===== src/rtl/mipi_rx_link_ctrl_if.sv =====
// Capture handshake between the host and mipi_rx_link_ctrl.
//   capture_req    host -> ctrl  level request to capture frames
//   capture_frames host -> ctrl  number of frames to capture, latched on ack
//   capture_ack    ctrl -> host  1-cycle pulse, request accepted
//   busy           ctrl -> host  capture armed or in progress
//   done           ctrl -> host  1-cycle pulse, last requested frame completed
interface mipi_rx_link_ctrl_if;
  logic       capture_req;
  logic [7:0] capture_frames;
  logic       capture_ack;
  logic       busy;
  logic       done;

  modport master (
    output capture_req,
    output capture_frames,
    input  capture_ack,
    input  busy,
    input  done
  );

  modport slave (
    input  capture_req,
    input  capture_frames,
    output capture_ack,
    output busy,
    output done
  );
endinterface


===== src/rtl/mipi_rx_link_ctrl.sv =====
// Pixel-clock-domain controller for the 2-lane CSI-2 D-PHY RX -> byte2pixel path.
// Brings the path up (drives its reset, waits for frames, re-resets on frame loss),
// checks frame geometry and gates whole frames to the downstream histogram on request.
//
// Optional feature macro: LINK_FRAME_CHECK_EN builds the geometry checker; without it
// frame_err_o and err_cnt_o are tied to 0.
//
// Ports:
//   clk_pixel_i, reset_n_i  pixel clock, asynchronous active-low reset
//   enable_i, pll_lock_i    run request and pixel PLL lock
//   fv_i, lv_i              frame/line valid from byte2pixel
//   cap_io                  capture handshake (slave side)
//   rx_reset_n_o            active-low reset to D-PHY RX / byte2pixel
//   fv_o, lv_o              gated, registered fv/lv
//   link_up_o, fail_o       state == LINKED / FAIL
//   frame_err_o, err_cnt_o  geometry error pulse and saturating count
//   state_o                 IDLE=0, RST_HOLD=1, WAIT_FRAME=2, LINKED=3, FAIL=4
module mipi_rx_link_ctrl #(
  parameter int unsigned EXP_PIXELS   = 640,
  parameter int unsigned EXP_LINES    = 480,
  parameter int unsigned CNT_W        = 12,
  parameter int unsigned RST_HOLD_CYC = 64,
  parameter int unsigned TIMEOUT_CYC  = 4194304,
  parameter int unsigned MAX_RETRY    = 7
) (
  input  logic               clk_pixel_i,
  input  logic               reset_n_i,
  input  logic               enable_i,
  input  logic               pll_lock_i,
  input  logic               fv_i,
  input  logic               lv_i,
  mipi_rx_link_ctrl_if.slave cap_io,
  output logic               rx_reset_n_o,
  output logic               fv_o,
  output logic               lv_o,
  output logic               link_up_o,
  output logic               fail_o,
  output logic               frame_err_o,
  output logic [7:0]         err_cnt_o,
  output logic [2:0]         state_o
);

  typedef enum logic [2:0] {
    StIdle      = 3'd0,
    StRstHold   = 3'd1,
    StWaitFrame = 3'd2,
    StLinked    = 3'd3,
    StFail      = 3'd4
  } state_e;

  localparam int unsigned HoldW  = $clog2(RST_HOLD_CYC + 1);
  localparam int unsigned TmoW   = $clog2(TIMEOUT_CYC + 1);
  localparam int unsigned RetryW = $clog2(MAX_RETRY + 1);

  localparam logic [HoldW-1:0]  HoldLast = HoldW'(RST_HOLD_CYC - 1);
  localparam logic [TmoW-1:0]   TmoLast  = TmoW'(TIMEOUT_CYC - 1);
  localparam logic [RetryW-1:0] RetryMax = RetryW'(MAX_RETRY);

  // Input registers; all edge detection works on the registered copy.
  logic fv_q, lv_q, fv_prev_q;
  logic fv_rise, fv_fall;

  always_ff @(posedge clk_pixel_i or negedge reset_n_i) begin
    if (!reset_n_i) begin
      fv_q      <= 1'b0;
      lv_q      <= 1'b0;
      fv_prev_q <= 1'b0;
    end else begin
      fv_q      <= fv_i;
      lv_q      <= lv_i;
      fv_prev_q <= fv_q;
    end
  end

  assign fv_rise = fv_q & ~fv_prev_q;
  assign fv_fall = ~fv_q & fv_prev_q;

  // ---------------------------------------------------------------------------
  // Link bring-up FSM
  // ---------------------------------------------------------------------------
  state_e              state_q, state_d;
  logic [HoldW-1:0]    hold_cnt_q, hold_cnt_d;
  logic [TmoW-1:0]     tmo_cnt_q, tmo_cnt_d;
  logic [RetryW-1:0]   retry_q, retry_d;
  logic                tmo_hit;

  assign tmo_hit = (tmo_cnt_q == TmoLast);

  always_ff @(posedge clk_pixel_i or negedge reset_n_i) begin
    if (!reset_n_i) begin
      state_q    <= StIdle;
      hold_cnt_q <= '0;
      tmo_cnt_q  <= '0;
      retry_q    <= '0;
    end else begin
      state_q    <= state_d;
      hold_cnt_q <= hold_cnt_d;
      tmo_cnt_q  <= tmo_cnt_d;
      retry_q    <= retry_d;
    end
  end

  always_comb begin
    state_d    = state_q;
    hold_cnt_d = '0;
    tmo_cnt_d  = tmo_cnt_q;
    retry_d    = retry_q;
    unique case (state_q)
      StIdle: begin
        retry_d = '0;
        if (enable_i && pll_lock_i) state_d = StRstHold;
      end
      StRstHold: begin
        tmo_cnt_d = '0;
        if (hold_cnt_q == HoldLast) state_d = StWaitFrame;
        else                        hold_cnt_d = hold_cnt_q + 1'b1;
      end
      StWaitFrame: begin
        tmo_cnt_d = tmo_cnt_q + 1'b1;
        if (fv_rise) begin
          state_d   = StLinked;
          tmo_cnt_d = '0;
        end else if (tmo_hit) begin
          if (retry_q == RetryMax) begin
            state_d = StFail;
          end else begin
            state_d = StRstHold;
            retry_d = retry_q + 1'b1;
          end
        end
      end
      StLinked: begin
        retry_d   = '0;
        tmo_cnt_d = tmo_cnt_q + 1'b1;
        if (fv_rise) begin
          tmo_cnt_d = '0;
        end else if (tmo_hit) begin
          state_d = StRstHold;
          retry_d = RetryW'(1);
        end
      end
      StFail: begin
        if (!enable_i) state_d = StIdle;
      end
      default: state_d = StIdle;
    endcase
    // Losing enable or PLL lock wins over every other transition.
    if (!enable_i || !pll_lock_i) state_d = StIdle;
  end

  assign rx_reset_n_o = (state_q == StWaitFrame) || (state_q == StLinked);
  assign link_up_o    = (state_q == StLinked);
  assign fail_o       = (state_q == StFail);
  assign state_o      = state_q;

  // ---------------------------------------------------------------------------
  // Capture gate
  // ---------------------------------------------------------------------------
  logic       busy_q, busy_d;
  logic       gate_q, gate_d;
  logic       ack_q, ack_d;
  logic       done_q, done_d;
  logic [7:0] n_q, n_d;
  logic       linked, stay_linked, accept, gate_on;

  assign linked      = (state_q == StLinked);
  assign stay_linked = (state_d == StLinked);
  assign accept      = linked && !busy_q && cap_io.capture_req && (cap_io.capture_frames != 8'd0);
  // The gate takes effect in the fv rise cycle itself so fv_o tracks the registered fv.
  assign gate_on     = linked && busy_q && (gate_q || fv_rise);

  always_ff @(posedge clk_pixel_i or negedge reset_n_i) begin
    if (!reset_n_i) begin
      busy_q <= 1'b0;
      gate_q <= 1'b0;
      ack_q  <= 1'b0;
      done_q <= 1'b0;
      n_q    <= '0;
    end else begin
      busy_q <= busy_d;
      gate_q <= gate_d;
      ack_q  <= ack_d;
      done_q <= done_d;
      n_q    <= n_d;
    end
  end

  always_comb begin
    busy_d = busy_q;
    gate_d = gate_q;
    n_d    = n_q;
    ack_d  = 1'b0;
    done_d = 1'b0;
    if (!stay_linked) begin
      // Abandon the capture silently when the link drops.
      busy_d = 1'b0;
      gate_d = 1'b0;
    end else if (gate_q && fv_fall) begin
      n_d = n_q - 8'd1;
      if (n_q == 8'd1) begin
        gate_d = 1'b0;
        busy_d = 1'b0;
        done_d = 1'b0 | 1'b1;
      end
    end else if (busy_q && fv_rise) begin
      gate_d = 1'b1;
    end else if (accept) begin
      ack_d  = 1'b1;
      busy_d = 1'b1;
      n_d    = cap_io.capture_frames;
    end
  end

  assign cap_io.capture_ack = ack_q;
  assign cap_io.busy        = busy_q;
  assign cap_io.done        = done_q;
  assign fv_o               = fv_q & gate_on;
  assign lv_o               = lv_q & gate_on;

  // ---------------------------------------------------------------------------
  // Frame geometry checker
  // ---------------------------------------------------------------------------
`ifdef LINK_FRAME_CHECK_EN
  localparam logic [CNT_W-1:0] PixExp  = CNT_W'(EXP_PIXELS);
  localparam logic [CNT_W-1:0] LineExp = CNT_W'(EXP_LINES);

  logic             lv_prev_q;
  logic [CNT_W-1:0] pix_cnt_q, pix_cnt_d;
  logic [CNT_W-1:0] line_cnt_q, line_cnt_d;
  logic             line_bad_q, line_bad_d;
  logic             frame_err_q, frame_err_d;
  logic [7:0]       err_cnt_q, err_cnt_d;
  logic             lv_rise, lv_fall, bad_line_now;

  assign lv_rise      = lv_q & ~lv_prev_q;
  assign lv_fall      = ~lv_q & lv_prev_q;
  assign bad_line_now = lv_fall && (pix_cnt_q != PixExp);

  always_ff @(posedge clk_pixel_i or negedge reset_n_i) begin
    if (!reset_n_i) begin
      lv_prev_q   <= 1'b0;
      pix_cnt_q   <= '0;
      line_cnt_q  <= '0;
      line_bad_q  <= 1'b0;
      frame_err_q <= 1'b0;
      err_cnt_q   <= '0;
    end else begin
      lv_prev_q   <= lv_q;
      pix_cnt_q   <= pix_cnt_d;
      line_cnt_q  <= line_cnt_d;
      line_bad_q  <= line_bad_d;
      frame_err_q <= frame_err_d;
      err_cnt_q   <= err_cnt_d;
    end
  end

  always_comb begin
    pix_cnt_d   = pix_cnt_q;
    line_cnt_d  = line_cnt_q;
    line_bad_d  = line_bad_q | bad_line_now;
    frame_err_d = 1'b0;
    err_cnt_d   = err_cnt_q;
    // The lv rise cycle is the first counted pixel of the line.
    if (lv_rise)                          pix_cnt_d = CNT_W'(1);
    else if (fv_rise)                     pix_cnt_d = '0;
    else if (lv_q && (pix_cnt_q != '1))   pix_cnt_d = pix_cnt_q + 1'b1;
    if (fv_rise) begin
      line_cnt_d = lv_rise ? CNT_W'(1) : '0;
      line_bad_d = 1'b0;
    end else if (lv_rise && (line_cnt_q != '1)) begin
      line_cnt_d = line_cnt_q + 1'b1;
    end
    // A line ending in the same cycle as the frame is still judged.
    if (fv_fall && ((line_cnt_q != LineExp) || line_bad_q || bad_line_now)) begin
      frame_err_d = 1'b1;
      if (err_cnt_q != 8'hFF) err_cnt_d = err_cnt_q + 8'd1;
    end
  end

  assign frame_err_o = frame_err_q;
  assign err_cnt_o   = err_cnt_q;
`else
  logic unused_geom_cfg;
  assign unused_geom_cfg = ^{CNT_W[0], EXP_PIXELS[0], EXP_LINES[0]};
  assign frame_err_o     = 1'b0;
  assign err_cnt_o       = '0;
`endif

endmodule


===== src/flat_wrapper.sv =====
// flat-port wrapper written by rule: the top's interface ports become plain ports
module mipi_rx_link_ctrl_flat 
#(
  parameter int unsigned EXP_PIXELS   = 640,
  parameter int unsigned EXP_LINES    = 480,
  parameter int unsigned CNT_W        = 12,
  parameter int unsigned RST_HOLD_CYC = 64,
  parameter int unsigned TIMEOUT_CYC  = 4194304,
  parameter int unsigned MAX_RETRY    = 7
)
  (clk_pixel_i, reset_n_i, enable_i, pll_lock_i, fv_i, lv_i, rx_reset_n_o, fv_o, lv_o, link_up_o, fail_o, frame_err_o, err_cnt_o, state_o, cap_io_capture_req, cap_io_capture_frames, cap_io_capture_ack, cap_io_busy, cap_io_done);
  mipi_rx_link_ctrl_if cap_io_i ();
  input  logic clk_pixel_i;
  input  logic reset_n_i;
  input  logic enable_i;
  input  logic pll_lock_i;
  input  logic fv_i;
  input  logic lv_i;
  output logic rx_reset_n_o;
  output logic fv_o;
  output logic lv_o;
  output logic link_up_o;
  output logic fail_o;
  output logic frame_err_o;
  output logic [7:0] err_cnt_o;
  output logic [2:0] state_o;
  input wire logic [$bits(cap_io_i.capture_req)-1:0] cap_io_capture_req;
  input wire logic [$bits(cap_io_i.capture_frames)-1:0] cap_io_capture_frames;
  output wire logic [$bits(cap_io_i.capture_ack)-1:0] cap_io_capture_ack;
  output wire logic [$bits(cap_io_i.busy)-1:0] cap_io_busy;
  output wire logic [$bits(cap_io_i.done)-1:0] cap_io_done;
  assign cap_io_i.capture_req = cap_io_capture_req;
  assign cap_io_i.capture_frames = cap_io_capture_frames;
  assign cap_io_capture_ack = cap_io_i.capture_ack;
  assign cap_io_busy = cap_io_i.busy;
  assign cap_io_done = cap_io_i.done;
  mipi_rx_link_ctrl #(.EXP_PIXELS(EXP_PIXELS), .EXP_LINES(EXP_LINES), .CNT_W(CNT_W), .RST_HOLD_CYC(RST_HOLD_CYC), .TIMEOUT_CYC(TIMEOUT_CYC), .MAX_RETRY(MAX_RETRY)) u_core (.clk_pixel_i(clk_pixel_i), .reset_n_i(reset_n_i), .enable_i(enable_i), .pll_lock_i(pll_lock_i), .fv_i(fv_i), .lv_i(lv_i), .cap_io(cap_io_i), .rx_reset_n_o(rx_reset_n_o), .fv_o(fv_o), .lv_o(lv_o), .link_up_o(link_up_o), .fail_o(fail_o), .frame_err_o(frame_err_o), .err_cnt_o(err_cnt_o), .state_o(state_o));
endmodule

===== config.mk =====
export PLATFORM = sky130hd
export DESIGN_NAME = mipi_rx_link_ctrl_flat
export DESIGN_NICKNAME = d
export VERILOG_FILES = /design/src/rtl/mipi_rx_link_ctrl_if.sv /design/src/rtl/mipi_rx_link_ctrl.sv /design/src/flat_wrapper.sv
export SDC_FILE = /design/constraint.sdc
export NUM_CORES = 1
export LEC_CHECK = 0
export BUFFER_PORTS_ARGS = -buffer_cell sky130_fd_sc_hd__buf_2
export CORE_ASPECT_RATIO = 1.4
export CORE_MARGIN = 2
export CORE_UTILIZATION = 52
export DETAILED_ROUTE_END_ITERATION = 7
export PLACE_DENSITY = 0.77
export SLEW_MARGIN = 20
export SYNTH_ARGS = -nofsm -noshare
export SYNTH_HDL_FRONTEND = slang
export SYNTH_SLANG_ARGS = --single-unit

===== constraint.sdc =====
create_clock -name clk_pixel_i -period 2.1 [get_ports clk_pixel_i]
set_input_delay 0.21 -clock clk_pixel_i [delete_from_list [all_inputs] [get_ports clk_pixel_i]]
set_output_delay 0.21 -clock clk_pixel_i [all_outputs]
set_load 0.01 [all_outputs]

==> results of run 1 <==
-- registers in the layout, indices dropped and copies added (netlist names) --
register and cells:
u_core.cap_io.busy 1, u_core.cap_io.capture_ack 1, u_core.cap_io.done 1, u_core.fv_prev_q 1, u_core.fv_q 1, u_core.gate_q 1, u_core.hold_cnt_q 7, u_core.lv_q 1
u_core.n_q 8, u_core.retry_q 3, u_core.state_o 3, u_core.tmo_cnt_q 23
-- worst register-to-register path: cells and delay by family, from the launching register on --
family / cells / cell delay, ps
simple gates: 4 / 960
compound gates: 2 / 440
fa+ha+maj: 1 / 180
flops: 1 / 360
-- worst min-delay path by stage --
stage | endpoint | slack (ps) | cells past startpoint
after floorplan | u_core.cap_io.busy | -90 | 0
after global placement | u_core.n_q[0] | 230 | 1
after detailed placement | u_core.n_q[0] | 240 | 1
after CTS | u_core.fv_q | 2 | 1
after global routing | u_core.n_q[4] | 250 | 3
final | u_core.n_q[4] | 240 | 3
-- per-layer routing --
layer / vias up / wire length, um / global-route usage, %
li1: 1269 / - / -
met5: - / 0 / 0
met2: 64 / 3510 / 41.9
met3: 15 / 237 / 2.82
met4: 0 / 169 / 9.86
met1: 1292 / 2780 / 26.8
-- final cells by class --
type / instances / area [sq um] / area share [%]
Clock inverter: 3 / 20.0 / 0.589
Clock buffer: 5 / 68.8 / 2.02
Timing Repair Buffer: 56 / 378 / 11.1
Multi-Input combinational cell: 253 / 1540 / 45.2
Inverter: 9 / 33.8 / 0.993
Sequential cell: 51 / 1280 / 37.6
Tap cell: 68 / 85.1 / 2.50
-- report_power, final --
part	total (mW)	switching (mW)	internal [mW]	leakage, nW
sequential	0.998	0.00790	0.991	0.699
combinational	0.104	0.0655	0.0388	0.764
clock	0.574	0.341	0.233	0.0402
-- cells in the final DEF, fill, tap and decap left out, types with 3 or more instances in the layout --
cell type / instances
and3_1: 4
a31oi_1: 10
nand2b_1: 4
xnor2_1: 5
o21ai_0: 45
nor3_1: 8
nand2_1: 31
or2_2: 3
xor2_1: 5
nor4_1: 3
buf_2: 25
inv_1: 9
conb_1: 9
nand4_1: 13
nor3_2: 4
clkbuf_8: 5
and2_1: 6
buf_4: 27
o21a_1: 3
dfrtp_1: 49
a21oi_1: 18
nor2_1: 23
dlygate4sd3_1: 3
nand3_1: 12
and4_1: 3
ha_1: 4
-- metrics by stage --
step / TNS, ps / power (mW)
2_1_floorplan: 0 / 1.07
3_3_place_gp: 0 / 1.11
3_5_place_dp: 0 / 1.11
4_1_cts: 0 / 1.69
5_1_grt: -6.76 / 1.75
6_report: 0 / 1.68
-- logic make-up after synthesis --
kind of cell | Yosys count | synth area share [%]
buf+inv | 26 | 4.61
xor+xnor | 10 | 3.04
compound gates | 95 | 20.3
simple gates | 133 | 24.9
other cells | 1 | 0.130
flops | 51 | 44.4
fa+ha+maj | 6 | 2.61
-- timing repair --
action | CTS | global route
endpoints found under the hold margin | 24 | 1
pin swaps | 0 | 8
setup endpoints to repair | 1 | 11
gates cloned | 0 | 0
resized for setup | 1 | 11
setup buffers | 0 | 3
hold buffers | 2 | 1
==> impl_metrics.json, run 1 <==
{
  "worst-r2r-cell-count": 7,
  "routed-via-count": 2640,
  "clock_sinks": 51,
  "r2r_start": "u_core.tmo_cnt_q[1]",
  "finalCritPeriodShare_pct": 96.4,
  "num-fill-cells": 480,
  "overflow": 0,
  "start_util_pct": 52.8,
  "relSlewSlack_pct": 60.7,
  "cp.required_ps": 2320,
  "skew_ps": 7.63,
  "crit_end": "u_core.n_q[2]",
  "cp_data_arrival_time_ps": 2240,
  "cp-start-kind": "register",
  "port_buffers": 25,
  "die_y_um": 92,
  "die-area_sq_um": 6150,
  "crit_path_max_fanout": 6,
  "cp_slowest_cell": "or4_4",
  "critPathMaxStageDelay_ps": 570,
  "drt_iter0_markers": 240,
  "ys_types": 54,
  "ant_nets": 0,
  "fin_area_sq_um": 3400,
  "rr_endpoint": "u_core.n_q[2]",
  "final_util_pct": 62.5,
  "pre_cts_slack_ps": 10.6,
  "synthCells": 322,
  "yosysWarnings": 0,
  "synthArstFlopShare_pct": 100,
  "path_depth": 7,
  "core.rowCount": 32,
  "gp_congestion": 0.833,
  "synth_area_sq_um": 2880,
  "min_from": "cap_io_capture_frames[4]",
  "antenna_found_initial": 0,
  "fin_nets": 397,
  "regToRegSetupSlack_ps": 70,
  "ir_drop_mv": 0.297,
  "critPathKind": "reg -> reg",
  "first_pass_iters": 4,
  "synth.avg_cell_area_sq_um": 8.93,
  "crit_path_start": "u_core.tmo_cnt_q[1]",
  "maxCapViolCount": 0,
  "grt_use_total_pct": 23.2,
  "fp.coreArea_sq_um": 5450,
  "dpl_cell_area_sq_um": 3220,
  "slew_viol_final": 0,
  "cellLeakagePower_nw": 1.50,
  "finalSetupViolations": 0,
  "grt_pass1_wl_mm": 11.2,
  "grt_pass1_vias": 2555,
  "path_delay_family": "simple AND/OR/NAND/NOR gates",
  "drive_above_1_share_pct": 23.1,
  "fin_crit_ps": 2030,
  "dpl.hpwl_mm": 4.77,
  "clk_pin_slew_ps": 100,
  "worst-path-buf-inv": 0,
  "cts_tree": "yes",
  "cts_buffers": 5,
  "die_w_um": 66.9,
  "pin_count": 35,
  "setup_slack_ps": 74.8,
  "area_growth_pct": 18.2,
  "yosysMostFrequentCell": "dfrtp_1",
  "yosys-top-cells-count": "dfrtp_1 (51), o21ai_0 (45), nand2_1 (31), nor2_1 (23), a21oi_1 (18)",
  "synth_top_area_share_pct": 44.4,
  "drc": 0,
  "worstSkewPairLatency_ps": 310,
  "worstPathCellList": "ha_2, nand3_2, or4_4, o21ai_4, a221o_4, nor3_2, nor4_2",
  "synth-seq-area-share_pct": 44.4,
  "hold_slack_ps": 237,
  "crit_path_end_kind": "register",
  "via_per_inst": 5.93,
  "drt_wl_total_mm": 6.70,
  "grt_max_degree": 29,
  "run_status": "finished, final reports clean",
  "synth_edf_count": 0,
  "fmax_mhz": 494,
  "hold_violations": 0,
  "synth_area_leader_cell": "dfrtp_1",
  "synthFlopType": "dfrtp_1",
  "dpl.cell_count": 431,
  "p_per_area_nw_per_um2": 493,
  "diodes": 0,
  "ctsRootBufferMaster": "clkbuf_8",
  "final_cells": 445,
  "wl_per_cell_um": 15.1,
  "htree_levels": 2,
  "clk_path_buf_depth": 2,
  "worst_pin_slew_ps": 587,
  "hp-class": "in -> reg",
  "synth_area_leaders": "dfrtp_1 (44%), o21ai_0 (7.8%), nand2_1 (4.0%)",
  "synth-seq-cells": 51
}
(Power assumes the default switching activity.)
==> inputs of run 2 (changes only) <==
--- a/config.mk
+++ b/config.mk
@@ -8,9 +8,10 @@
 export BUFFER_PORTS_ARGS = -buffer_cell sky130_fd_sc_hd__buf_2
 export CORE_ASPECT_RATIO = 1.4
 export CORE_MARGIN = 2
-export CORE_UTILIZATION = 52
+export CORE_UTILIZATION = 62
 export DETAILED_ROUTE_END_ITERATION = 7
-export PLACE_DENSITY = 0.77
+export PLACE_DENSITY = 0.86
+export SKIP_LAST_GASP = 1
 export SLEW_MARGIN = 20
 export SYNTH_ARGS = -nofsm -noshare
 export SYNTH_HDL_FRONTEND = slang
==> constraint.sdc (replaced) <==
create_clock -name clk_pixel_i -period 2.5 [get_ports clk_pixel_i]
set_input_delay 0.25 -clock clk_pixel_i [delete_from_list [all_inputs] [get_ports clk_pixel_i]]
set_output_delay 0.25 -clock clk_pixel_i [all_outputs]
set_load 0.01 [all_outputs]
==> run 2 against run 1 <==
  * Worst hold slack lost 210 ps
  * Worst setup slack gained 87 ps
  * Highest routed layer unchanged
  * Global-route usage grew 4.0 points
  * Clock skew grew 3.1 ps
  * First-iteration DRC count grew 1.3%
  * Critical endpoint unchanged
==> impl_metrics.json, run 2 (synthesis results as in run 1) <==
{
  "routed.top_layer": "met4",
  "ir_drop_mv": 0.407,
  "grt_pass1_vias": 2555,
  "drc": 0,
  "hold_slack_ps": 24.4,
  "grt_use_total_pct": 27.2,
  "fp.coreArea_sq_um": 4500,
  "fmax_mhz": 428,
  "maxCapViolCount": 0,
  "rr_endpoint": "u_core.n_q[2]",
  "pre_cts_slack_ps": 243,
  "ctsRootBufferMaster": "clkbuf_8",
  "area_growth_pct": 9.66,
  "path_delay_family": "simple AND/OR/NAND/NOR gates",
  "cellLeakagePower_nw": 1.39,
  "die-area_sq_um": 5210,
  "cp_slowest_cell": "a221o_4",
  "clk_pin_slew_ps": 100,
  "die_y_um": 84.6,
  "critPathMaxStageDelay_ps": 530,
  "wl_per_cell_um": 16.0,
  "clock_sinks": 51,
  "drt_iter0_markers": 243,
  "worst_pin_slew_ps": 820,
  "cp-start-kind": "register",
  "final_common_cell": "dfrtp_1",
  "grt_max_degree": 38,
  "via_per_inst": 6.18,
  "clk_path_buf_depth": 2,
  "final_cells": 414,
  "skew_ps": 10.7,
  "p_per_area_nw_per_um2": 454,
  "first_pass_iters": 6,
  "core.rowCount": 29,
  "antenna_found_initial": 0,
  "finalCritPeriodShare_pct": 93.5,
  "crit_path_end_kind": "register",
  "port_buffers": 25,
  "ant_nets": 0,
  "grt_pass1_wl_mm": 10.9,
  "met3_length_um": 277,
  "cts_tree": "yes",
  "dpl.cell_count": 406,
  "worst-r2r-cell-count": 7,
  "largest_reg_flops": 23,
  "reg_top3": "u_core.tmo_cnt_q x23, u_core.n_q x8, u_core.hold_cnt_q x7",
  "setup_slack_ps": 161,
  "worstSkewPairLatency_ps": 320,
  "final_util_pct": 70.1,
  "pin_count": 35,
  "met2_length_mm": 3.45,
  "r2r_start": "u_core.hold_cnt_q[0]",
  "run_status": "finished, final reports clean",
  "worst-path-buf-inv": 0,
  "dpl.hpwl_mm": 4.72,
  "rsz0062_at_grt": "yes",
  "routed-via-count": 2558,
  "crit_path_max_fanout": 8,
  "die_w_um": 61.6,
  "cts_resized": 0,
  "fin_nets": 372,
  "gp_congestion": 0.938,
  "regToRegSetupSlack_ps": 160,
  "slew_viol_final": 0,
  "critPathKind": "reg -> reg",
  "drive_above_1_share_pct": 15.1,
  "relSlewSlack_pct": 45.3,
  "fin_crit_ps": 2340,
  "htree_levels": 2,
  "top_register": "u_core.tmo_cnt_q",
  "finalSetupViolations": 0,
  "overflow": 0,
  "start_util_pct": 63.9,
  "cts_hold_buf": 0,
  "drt-met1-wl_mm": 2.65,
  "hold_violations": 0,
  "postCtsSetupRepairBufs": 0,
  "drt_wl_total_mm": 6.61,
  "worstPathCellList": "ha_1, nand2_1, nor3_1, nand2_1, a221o_4, nor3_1, nor4_2",
  "diodes": 0,
  "cts_buffers": 5,
  "hp-class": "in -> async",
  "cp_data_arrival_time_ps": 2540,
  "cp.required_ps": 2700,
  "mostFrequentLayoutCells": "dfrtp_1 (51), o21ai_0 (45), nand2_1 (31), buf_2 (25), nor2_1 (23)"
}
[run 2: changes by cell type in the layout (fill, tap and decap cells not counted), sizes merged]
cell and change:
buf -22, dlygate4sd3 -3, clkinvlp -1, clkbuf +1
[run 2: stage by stage]
step | instance area (sq um) | power, mW | setup TNS, ps
3_5_place_dp | 3060 | 0.933 | 0
2_1_floorplan | 2910 | 0.901 | 0
4_1_cts | 3150 | 1.43 | 0
5_1_grt | 3150 | 1.48 | -5.09
3_3_place_gp | 3060 | 0.930 | 0
6_report | 3150 | 1.43 | 0
[run 2: report_power, final]
part,total [mW],switching [mW],internal (mW)
sequential,0.840,0.00807,0.832
combinational,0.0769,0.0529,0.0240
clock,0.516,0.290,0.226
[run 2: final cells by class]
type                       instances  area, sq um
multi-input combinational        253         1500
inverter                           9         33.8
tap                               62         77.6
fill                             382         1350
clock buffer                       6         82.6
sequential                        51         1280
clock inverter                     2         16.3
timing repair buffer              31          170
[run 2: worst max path at each step]
| stage | startpoint | end | slack [ps] | cells past startpoint |
|---|---|---|---|---|
| 2_1_floorplan | u_core.hold_cnt_q[0] | u_core.n_q[2] | 440 | 7 |
| 3_3_place_gp | u_core.state_o[2] | u_core.n_q[6] | 370 | 7 |
| 3_5_place_dp | u_core.hold_cnt_q[0] | u_core.n_q[2] | 240 | 7 |
| 4_1_cts | u_core.tmo_cnt_q[0] | u_core.n_q[2] | 210 | 7 |
| 5_1_grt | u_core.tmo_cnt_q[0] | u_core.n_q[0] | -5 | 7 |
| 6_report | u_core.hold_cnt_q[0] | u_core.n_q[2] | 160 | 7 |
[run 2: routing by layer]
layer  up-vias  GRT usage [%]
met1      1215           32.0
li1       1219              -
met4         0           12.8
met2        96           45.7
met5         -              0
met3        28           5.39
==> inputs of run 3 (changes only) <==
==> constraint.sdc (replaced) <==
create_clock -name clk_pixel_i -period 2.84 [get_ports clk_pixel_i]
set_input_delay 0.284 -clock clk_pixel_i [delete_from_list [all_inputs] [get_ports clk_pixel_i]]
set_output_delay 0.284 -clock clk_pixel_i [all_outputs]
set_load 0.01 [all_outputs]
==> run 3 against run 2 <==
  * The run now ends with hold timing left
  * Global-route usage fell by 1.3 points
  * Routed wire length fell by 3.1%
  * Design area fell by 0.12%
  * Via count fell by 0.90%
  * Count of clock-buffer cells in the layout fell by 1
  * Utilization fell by 0.084 points
  * Sequential share of layout area barely moved
  * Critical path depth rose by 1
  * Power fell by 8.2%
  * Critical endpoint unchanged
  * Largest cell class unchanged
  * Largest power group unchanged
==> impl_metrics.json, run 3 (synthesis results as in run 1) <==
{
  "port_buffers": 25,
  "rsz0062_at_grt": "no",
  "die-area_sq_um": 5210,
  "worst-r2r-cell-count": 8,
  "first_pass_iters": 4,
  "wl_per_cell_um": 15.6,
  "largest_reg_flops": 23,
  "ctsRootBufferMaster": "clkbuf_8",
  "diodes": 0,
  "top_register": "u_core.tmo_cnt_q",
  "grt_pass1_wl_mm": 10.4,
  "start_util_pct": 63.9,
  "finalSetupTns_ps": 0,
  "skew_ps": 8.63,
  "grt_max_degree": 52,
  "fp.coreArea_sq_um": 4500,
  "clk_path_buf_depth": 2,
  "relSlewSlack_pct": 46.5,
  "grt_use_total_pct": 25.9,
  "crit_path_max_fanout": 8,
  "drt_wl_total_mm": 6.41,
  "pin_count": 35,
  "via_per_inst": 6.17,
  "fin_crit_ps": 2310,
  "maxCapViolCount": 0,
  "cp-start-kind": "register",
  "hold_slack_ps": -30.6,
  "antenna_found_initial": 0,
  "routed-via-count": 2535,
  "regToRegSetupSlack_ps": 530,
  "cts_hold_buf": 0,
  "finalCritPeriodShare_pct": 81.5,
  "rr_endpoint": "u_core.n_q[2]",
  "core.rowCount": 29,
  "hp-class": "in -> async",
  "clk_pin_slew_ps": 100,
  "mostFrequentLayoutCells": "dfrtp_1 (51), o21ai_0 (45), nand2_1 (31), buf_2 (24), nor2_1 (23)",
  "drt_iter0_markers": 200,
  "gp_congestion": 0.903,
  "drc": 0,
  "cp.required_ps": 3040,
  "final_common_cell": "dfrtp_1",
  "final_util_pct": 70.0,
  "dpl.hpwl_mm": 4.67,
  "finalSetupViolations": 0,
  "r2r_start": "u_core.hold_cnt_q[0]",
  "clock_sinks": 51,
  "area_growth_pct": 9.53,
  "cp_data_arrival_time_ps": 2510,
  "pre_cts_slack_ps": 603,
  "drive_above_1_share_pct": 14.3,
  "die_y_um": 84.6,
  "htree_levels": 2,
  "postCtsSetupRepairBufs": 0,
  "cts_buffers": 5,
  "num-fill-cells": 387,
  "fin_nets": 369,
  "violations": "hold timing",
  "hold_violations": 16,
  "crit_path_end_kind": "register",
  "reg_top3": "u_core.tmo_cnt_q x23, u_core.n_q x8, u_core.hold_cnt_q x7",
  "overflow": 0,
  "cellLeakagePower_nw": 1.38,
  "worst_pin_slew_ps": 802,
  "p_per_area_nw_per_um2": 418,
  "worstSkewPairLatency_ps": 310,
  "critPathKind": "reg -> reg",
  "slew_viol_final": 0,
  "cts_resized": 0,
  "ant_nets": 0,
  "setup_slack_ps": 525,
  "ir_drop_mv": 0.427,
  "run_status": "complete, but fails checks",
  "grt_pass1_vias": 2434,
  "die_w_um": 61.6,
  "fmax_mhz": 432,
  "cts_tree": "yes"
}
-- run 3: cell types whose count changed in the layout (fill, tap and decap cells not counted), sizes merged --
cell    previous run  this run
buf               31        28
bufinv             0         1
clkbuf             6         5
clkinv             1         0
inv                9        10
-- run 3: worst max path at each step --
| stage | start | end | slack [ps] | cells past startpoint |
|---|---|---|---|---|
| after floorplan | u_core.hold_cnt_q[0] | u_core.n_q[2] | 780 | 7 |
| after global placement | u_core.retry_q[0] | u_core.n_q[6] | 670 | 7 |
| after detailed placement | u_core.tmo_cnt_q[0] | u_core.n_q[6] | 600 | 7 |
| after CTS | u_core.hold_cnt_q[0] | u_core.n_q[2] | 560 | 8 |
| after global routing | u_core.tmo_cnt_q[0] | u_core.n_q[6] | 310 | 7 |
| final | u_core.hold_cnt_q[0] | u_core.n_q[2] | 530 | 8 |
-- run 3: per-layer routing --
metal  vias to the layer above  routed length (um)  global-route usage (%)
li1                       1215                   -                       -
met1                      1241                2600                    29.5
met2                        66                3490                    45.5
met3                        13                 191                    4.78
met4                         0                 129                    10.8
met5                         -                   0                       0
-- run 3: stage by stage --
step | instances | instance area (sq um) | power, mW
final | 411 | 3150 | 1.32
after global routing | 411 | 3150 | 1.37
after CTS | 411 | 3150 | 1.32
after detailed placement | 403 | 3030 | 0.819
after global placement | 403 | 3030 | 0.818
after floorplan | 330 | 2910 | 0.793
-- run 3: final cells by class --
cell class | count | area (sq um) | share of cell area [%]
Tap cell | 62 | 77.6 | 2.46
Timing Repair Buffer | 28 | 150 | 4.77
Clock buffer | 5 | 68.8 | 2.18
Clock inverter | 3 | 46.3 | 1.47
Multi-Input combinational cell | 253 | 1500 | 47.5
Inverter | 9 | 33.8 | 1.07
Sequential cell | 51 | 1280 | 40.5
-- run 3: worst max-delay path, stage by stage, from the launching register on --
cell,delay (ps)
dfrtp_1,380
ha_1,220
nand2_1,90
nor3_1,300
buf_4,200
nand2_1,140
a221o_4,520
nor3_1,260
nor4_2,80
-- run 3: power breakdown --
group | leakage (nW) | switching, mW | internal (mW) | total, mW
sequential | 0.702 | 0.00689 | 0.732 | 0.739
clock | 0.0548 | 0.247 | 0.266 | 0.512
combinational | 0.624 | 0.0454 | 0.0198 | 0.0652
